## src/rtl/alu_sequencer.sv

```systemverilog
// alu_sequencer: multi-cycle control sequencer for the ALU datapath.
//
// Holds a 16-bit instruction register and steps a Moore FSM that issues
// register-file reads/writes, operand loads, ALU op select and result/status
// loads for MOV imm, MOV reg, ADD, CMP, AND and MVN. Every control output is
// taken from a register that is loaded with the Moore decode of the *next*
// state, so outputs are glitch-free yet cycle-identical to a plain Moore decode.
//
// Ports:
//   clk, reset        rising-edge clock, synchronous active-high reset
//   s, w              start request (sampled in WAIT) / idle indicator
//   load, in          capture instruction word into IR (honoured only in WAIT)
//   rnum, write, vsel register-file index, write strobe, write-data select
//   loada/b/c, loads  operand A/B, result C and status register loads
//   asel, bsel        ALU A-input zero force; bsel is reserved and always 0
//   ALUop, shift      ALU operation and B-shifter control (EXEC only)
//   sximm8            IR[7:0] sign-extended (combinational from IR)
//   err               illegal-instruction flag
//
// Build option: define ALU_SEQ_ILLEGAL_EN to make err latch on an illegal
// decode; otherwise err is held at 0.
module alu_sequencer (
    input  logic        clk,
    input  logic        reset,
    input  logic        s,
    input  logic        load,
    input  logic [15:0] in,
    output logic        w,
    output logic [2:0]  rnum,
    output logic        write,
    output logic        vsel,
    output logic        loada,
    output logic        loadb,
    output logic        loadc,
    output logic        loads,
    output logic        asel,
    output logic        bsel,
    output logic [1:0]  ALUop,
    output logic [1:0]  shift,
    output logic [15:0] sximm8,
    output logic        err
);

    typedef enum logic [2:0] {
        S_WAIT   = 3'd0,
        S_DECODE = 3'd1,
        S_GET_A  = 3'd2,
        S_GET_B  = 3'd3,
        S_EXEC   = 3'd4,
        S_WR_REG = 3'd5,
        S_WR_IMM = 3'd6
    } state_t;

    typedef enum logic [2:0] {
        K_MOVI = 3'd0,
        K_MOVR = 3'd1,
        K_ADD  = 3'd2,
        K_CMP  = 3'd3,
        K_AND  = 3'd4,
        K_MVN  = 3'd5,
        K_ILL  = 3'd6
    } kind_t;

    typedef struct packed {
        logic       w;
        logic [2:0] rnum;
        logic       write;
        logic       vsel;
        logic       loada;
        logic       loadb;
        logic       loadc;
        logic       loads;
        logic       asel;
        logic       bsel;
        logic [1:0] aluop;
        logic [1:0] shift;
    } outs_t;

    state_t      state_q, state_d;
    logic [15:0] ir_q, ir_d;
    logic        err_q, err_d;
    outs_t       outs_q, outs_d;

    // Classify an instruction word from its opcode and op fields.
    function automatic kind_t decode_kind(input logic [15:0] ir);
        kind_t k;
        case ({ir[15:13], ir[12:11]})
            5'b110_10: k = K_MOVI;
            5'b110_00: k = K_MOVR;
            5'b101_00: k = K_ADD;
            5'b101_01: k = K_CMP;
            5'b101_10: k = K_AND;
            5'b101_11: k = K_MVN;
            default:   k = K_ILL;
        endcase
        return k;
    endfunction

    // Moore output decode for a given state and instruction word.
    function automatic outs_t moore_out(input state_t st, input logic [15:0] ir);
        outs_t o;
        kind_t k;
        o = '0;
        k = decode_kind(ir);
        case (st)
            S_WAIT:   o.w = 1'b1;
            S_DECODE: o.w = 1'b0;
            S_GET_A: begin
                o.rnum  = ir[10:8];
                o.loada = 1'b1;
            end
            S_GET_B: begin
                o.rnum  = ir[2:0];
                o.loadb = 1'b1;
            end
            S_EXEC: begin
                o.shift = ir[4:3];
                o.asel  = (k == K_MOVR) ? 1'b1 : 1'b0;
                case (k)
                    K_CMP: begin
                        o.aluop = 2'b01;
                        o.loads = 1'b1;
                    end
                    K_AND: begin
                        o.aluop = 2'b10;
                        o.loadc = 1'b1;
                    end
                    K_MVN: begin
                        o.aluop = 2'b11;
                        o.loadc = 1'b1;
                    end
                    default: begin
                        // MOV reg and ADD both use the adder (A forced to 0 for MOV)
                        o.aluop = 2'b00;
                        o.loadc = 1'b1;
                    end
                endcase
            end
            S_WR_REG: begin
                o.rnum  = ir[7:5];
                o.write = 1'b1;
            end
            S_WR_IMM: begin
                o.rnum  = ir[10:8];
                o.vsel  = 1'b1;
                o.write = 1'b1;
            end
            default: o = '0;
        endcase
        return o;
    endfunction

    // Next-state, IR capture, error flag and next-output computation.
    always_comb begin
        state_d = state_q;
        ir_d    = ir_q;
`ifdef ALU_SEQ_ILLEGAL_EN
        err_d   = err_q;
`else
        err_d   = 1'b0;
`endif
        case (state_q)
            S_WAIT: begin
                if (load) begin
                    ir_d = in;
                end else begin
                    ir_d = ir_q;
                end
                if (s) begin
                    state_d = S_DECODE;
`ifdef ALU_SEQ_ILLEGAL_EN
                    err_d   = 1'b0;
`endif
                end else begin
                    state_d = S_WAIT;
                end
            end
            S_DECODE: begin
                case (decode_kind(ir_q))
                    K_MOVI:               state_d = S_WR_IMM;
                    K_MOVR, K_MVN:        state_d = S_GET_B;
                    K_ADD, K_CMP, K_AND:  state_d = S_GET_A;
                    default: begin
                        state_d = S_WAIT;
`ifdef ALU_SEQ_ILLEGAL_EN
                        err_d   = 1'b1;
`endif
                    end
                endcase
            end
            S_GET_A:  state_d = S_GET_B;
            S_GET_B:  state_d = S_EXEC;
            S_EXEC: begin
                if (decode_kind(ir_q) == K_CMP) begin
                    state_d = S_WAIT;
                end else begin
                    state_d = S_WR_REG;
                end
            end
            S_WR_REG: state_d = S_WAIT;
            S_WR_IMM: state_d = S_WAIT;
            default:  state_d = S_WAIT;
        endcase
        // Register the decode of the upcoming state so outputs line up with it.
        outs_d = moore_out(state_d, ir_d);
    end

    // State, IR, error flag and output registers with synchronous reset.
    always_ff @(posedge clk) begin
        if (reset) begin
            state_q <= S_WAIT;
            ir_q    <= 16'h0000;
            err_q   <= 1'b0;
            outs_q  <= moore_out(S_WAIT, 16'h0000);
        end else begin
            state_q <= state_d;
            ir_q    <= ir_d;
            err_q   <= err_d;
            outs_q  <= outs_d;
        end
    end

    assign w      = outs_q.w;
    assign rnum   = outs_q.rnum;
    assign write  = outs_q.write;
    assign vsel   = outs_q.vsel;
    assign loada  = outs_q.loada;
    assign loadb  = outs_q.loadb;
    assign loadc  = outs_q.loadc;
    assign loads  = outs_q.loads;
    assign asel   = outs_q.asel;
    assign bsel   = outs_q.bsel;
    assign ALUop  = outs_q.aluop;
    assign shift  = outs_q.shift;
    assign err    = err_q;
    assign sximm8 = {{8{ir_q[7]}}, ir_q[7:0]};

endmodule

```

## config.mk

```make
export PLATFORM = sky130hd
export DESIGN_NAME = alu_sequencer
export DESIGN_NICKNAME = d
export VERILOG_FILES = /design/src/rtl/alu_sequencer.sv
export SDC_FILE = /design/constraint.sdc
export NUM_CORES = 1
export LEC_CHECK = 0
export ABC_AREA = 1
export CORE_MARGIN = 8
export CORE_UTILIZATION = 45
export CTS_CLUSTER_DIAMETER = 120
export DETAILED_ROUTE_END_ITERATION = 16
export PLACE_DENSITY = 0.79
export SYNTH_ARGS = -nofsm -noshare
export SYNTH_HDL_FRONTEND = slang
export SYNTH_SLANG_ARGS = --single-unit
```

## constraint.sdc

```tcl
create_clock -name clk -period 1.6 [get_ports clk]
set_clock_uncertainty 0.1 [all_clocks]
set_input_delay 0.16 -clock clk [delete_from_list [all_inputs] [get_ports clk]]
set_output_delay 0.16 -clock clk [all_outputs]
set_load 0.02 [all_outputs]
```

Word level (Yosys, flattened, before mapping):

Cells that the tools add are included.

* flip-flop bits (word level): 35
* logic and storage cells: 74

* eq/ne operators: 31
* muxes and demuxes: 20
* bitwise operators: 1
* reduce and logical (&&, ||, !) cells: 8

Operators by type and width (number)
* $eq A5 B5 Y1 const B: 12
* $pmux W3 S6: 2
* $mux W16: 2
* $eq A3 B2 Y1 const B: 8
* $eq A3 B3 Y1 const B: 8
* $pmux W3 S3: 2
* $pmux W3 S5: 1
* $eq A3 B1 Y1 const B: 3
* $logic_not A3 Y1: 3
* $mux W1: 9
* $mux W3: 3
* $reduce_or A2 Y1: 4
* $pmux W2 S3: 1
* $reduce_or A3 Y1: 1
* $not A1 Y1: 1

Longest topological paths before layout:

* depth in word-level cells: 10
* mapped depth: 11

Worst setup path after synthesis:

Ideal clock, no wire load.

* path kind: register to register
* start: register state_q[2]
* end: register outs_q, in the netlist loadc
* setup time: 0.109 ns
* arrival time: 1.098 ns
* setup slack: 0.293 ns
* stages on the path, launching flop included: 9
* period minus slack after synthesis: 1.307 ns
* cells stage by stage: dfxtp_1 inv_2 nand4_4 buf_6 o21a_1 nor2_1 nand3_1 nand2_1 inv_1

* cells in the longest elaborated chain, start to end: 6

RTL lines
* start, declared: line 79 `state_t state_q, state_d;`
* start signal, assigned: line 216 `state_q <= state_d;`
* $logic_not A3 Y1: line 162 `case (state_q)`
* $mux W16: line 162
* $eq A5 B5 Y1: line 87 `case ({ir[15:13], ir[12:11]})`
* $pmux W3 S6: line 87
* $eq A3 B2 Y1: line 119 `case (k)`
* $mux W1: line 119
* end signal, assigned: line 214 `outs_q <= moore_out(S_WAIT, 16'h0000);`
* end signal, assigned: line 219 `outs_q <= outs_d;`
* end, declared: line 82 `outs_t outs_q, outs_d;`

Parallel ways exist; a longest one is shown, timed or not.
A chain may end at the register's enable or synchronous reset.

Worst setup path in the final report:

* start: register ir_q[0]
* end: output port sximm8[0]

RTL lines
* start, declared: line 80 `logic [15:0] ir_q, ir_d;`
* start signal, assigned: line 217 `ir_q <= ir_d;`
* end, declared: line 40 `output logic [15:0] sximm8,`

No word-level cell between the ends.

==> results.yml <==
sta:
  setup_viol: 0
  fmax_mhz: 645
  period_needed_ps: 1550
  fin_crit_sh: 0.968
  hold_slack_ps: 364
  rsz0062_at_grt: "true"
  drv_slew: 0
  hold_viol_final: 0
critical_path:
  critPathTopFamily: "buffers and inverters"
  reg2reg_from: "state_q[2]$_SDFF_PP0_"
  cp-end-kind: "primary output"
  cp.arrival_ps: 1290
  cp.required_ps: 1340
  path_buf_inv: 1
  rr_worst_depth: 8
  worstSetupPathType: "reg -> out"
  r2r_end: "loadc$_SDFF_PP0_"
  cp_max_fo: 2
  path_cells: "clkdlybuf4s50_1"
  critPathSlowestCell: "clkdlybuf4s50_1"
  cp-start-kind: "flop"
  max_stage_delay_ps: 610
  reg2reg_slack_ps: 130
synthesis:
  synth_warnings: 0
  synth_cells: 212
  ys_seq_area_frac: 0.436
  avgSynthCellArea_um2: 7.37
  syn_area_um2: 1560
  synth.distinct_cells: 27
  ys_ff_latch: 34
finish:
  final_common_cell: "clkdlybuf4s50_1"
  nets: 277
  most-common-layout-cells: "37 x clkdlybuf4s50_1, 36 x inv_1, 36 x nand2_1"
  post-route-util: 0.633
  seq_area_um2: 686
  antenna_cells: 0
  multiInputGateArea_um2: 576
  fill_cells: 313
  final_cells: 304
  drive_gt1_frac: 0.132
  syn_to_final_growth_pct: 35.1
grt:
  antenna_found_initial: 0
  grt_max_degree: 23
  grt_use_total: 0.136
  grt_pass1_vias: 1329
  grt_pass1_wl_mm: 5.77
  overflow: 0
detailed_routing:
  drtAntennaViolNets: 0
  drc_errors: 0
  wire_per_inst_um: 11.7
  drt_iter0_drc: 46
  routed_wl_mm: 3.55
  vias: 1361
  dr.pass1.iters: 4
  viasPerCell: 4.48
min_path:
  hold_start: "in[4]"
  holdPathStages: 3
  whs_endpoint: "shift[1]$_SDFF_PP0_"
  hp-class: "in -> reg"
placed_design:
  place.gp.congestion: 0.786
  portBuffers: 50
  place_hpwl_mm: 2.79
  dp.cells: 296
clocking:
  worstSkewPairLatency_ps: 340
  cts_setup_buffers: 0
  cts_tree: "yes"
  cts-root-buf: "clkbuf_4"
  clockBufferDepth: 2
  cts.clk_slew.worst_paths_ps: 110
  htreeDepth: 2
  clock-sinks: 34
  numCtsBuffers: 5
  holdBufCountCts: 0
die:
  die_w_um: 74.9
  die_h_um: 74.9
  die-area_um2: 5610
  ios: 53
  core_um2: 3340
  initial_core_util: 0.468
  num_rows: 21
outcome:
  outcome: "finished clean"
power_and_ir_drop:
  vdd_ir_drop_max_uv: 579
  powerDensity_nw_per_um2: 859
  p_leak_nw: 1.07
flow_run:
  drv_cap: 0
[per-layer routing]
metal | vias to the layer above | GRT usage | routed length [µm]
met5 | - | 0 | 0
met4 | 0 | 0.0674 | 85
met3 | 8 | 0.0666 | 368
met2 | 48 | 0.230 | 1660
met1 | 592 | 0.136 | 1440
li1 | 713 | - | -
[through the flow]
step | cell area, µm² | worst slack [ps] | power [mW] | setup TNS, ps
after global placement | 2040 | -41.1 | 1.33 | -232
after CTS | 2090 | 17.9 | 1.84 | 0
after global routing | 2110 | -21.6 | 1.91 | -21.6
final | 2110 | 50.5 | 1.81 | 0
after floorplan | 1570 | 293 | 1.21 | 0
after detailed placement | 2040 | -99.6 | 1.34 | -429
[power breakdown]
part	leakage (nW)	switching (mW)	internal [mW]	total, mW
clock	0.0343	0.292	0.211	0.503
combinational	0.752	0.209	0.185	0.394
sequential	0.280	0.0266	0.888	0.915
total	1.07	0.528	1.28	1.81
[sequential cells by signal (all words and copies together) (netlist names)]
| signal | cells |
|---|---|
| loada | 1 |
| shift | 2 |
| loads | 1 |
| asel | 1 |
| loadb | 1 |
| vsel | 1 |
| loadc | 1 |
| state_q | 3 |
| w | 1 |
| write | 1 |
| ir_q | 16 |
| ALUop | 2 |
| rnum | 3 |
[worst max path at each step]
| stage | slack (ps) | from | cells past startpoint | endpoint |
|---|---|---|---|---|
| after floorplan | 290 | state_q[2]$_SDFF_PP0_ | 8 | loadc$_SDFF_PP0_ |
| after global placement | -40 | load | 8 | ALUop[0]$_SDFF_PP0_ |
| after detailed placement | -100 | load | 8 | loadc$_SDFF_PP0_ |
| after CTS | 20 | rnum[1]$_SDFF_PP0_ | 1 | rnum[1] |
| after global routing | -20 | ir_q[14]$_SDFF_PP0_ | 11 | rnum[1]$_SDFF_PP0_ |
| final | 50 | ir_q[0]$_SDFF_PP0_ | 1 | sximm8[0] |
[what timing repair did]
action | CTS | global route
endpoints found under the setup margin | 10 | 12
pin swaps | 0 | 0
gates resized for setup | 10 | 10
[logic make-up after synthesis]
kind of cell,count (synthesis),share of synthesized area
AO/OA/AOI/OAI,19,0.0873
AND/OR/NAND/NOR,92,0.259
buffers and inverters,64,0.203
flip-flops,34,0.436
multiplexers,2,0.0128
other,1,0.00240
[cells in the mapped netlist]
cell type  number  area share
buf_2           2      0.0064
o311ai_0        1      0.0056
mux2i_1         2       0.013
nand3_2         1      0.0064
a211oi_1        1      0.0048
o21ai_2         1      0.0056
nand4_4         1       0.014
and2_1          1      0.0040
nand3_1        11       0.035
a21oi_2         1      0.0056
nor2_2          2      0.0080
nor2_1         31       0.074
nor3_1          5       0.016
conb_1          1      0.0024
o21a_1         10       0.048
dfxtp_1        34        0.44
buf_6           1      0.0072
clkbuf_1        2      0.0048
nand2_1        37       0.089
inv_2           5       0.012
o211ai_1        1      0.0048
inv_1          36       0.086
a21oi_1         2      0.0064
o21ai_1         2      0.0064
buf_4          18       0.086
nor4_1          1      0.0040
nand4_1         2      0.0080
[cell type report]
class / instances / share of cell area
clock buffer: 6 / 0.0243
clock inverter: 2 / 0.00593
inverter: 41 / 0.0729
multi-input combinational: 115 / 0.273
sequential: 34 / 0.325
tap: 46 / 0.0273
timing repair buffer: 60 / 0.272
Power figures use the tool's default switching activity.
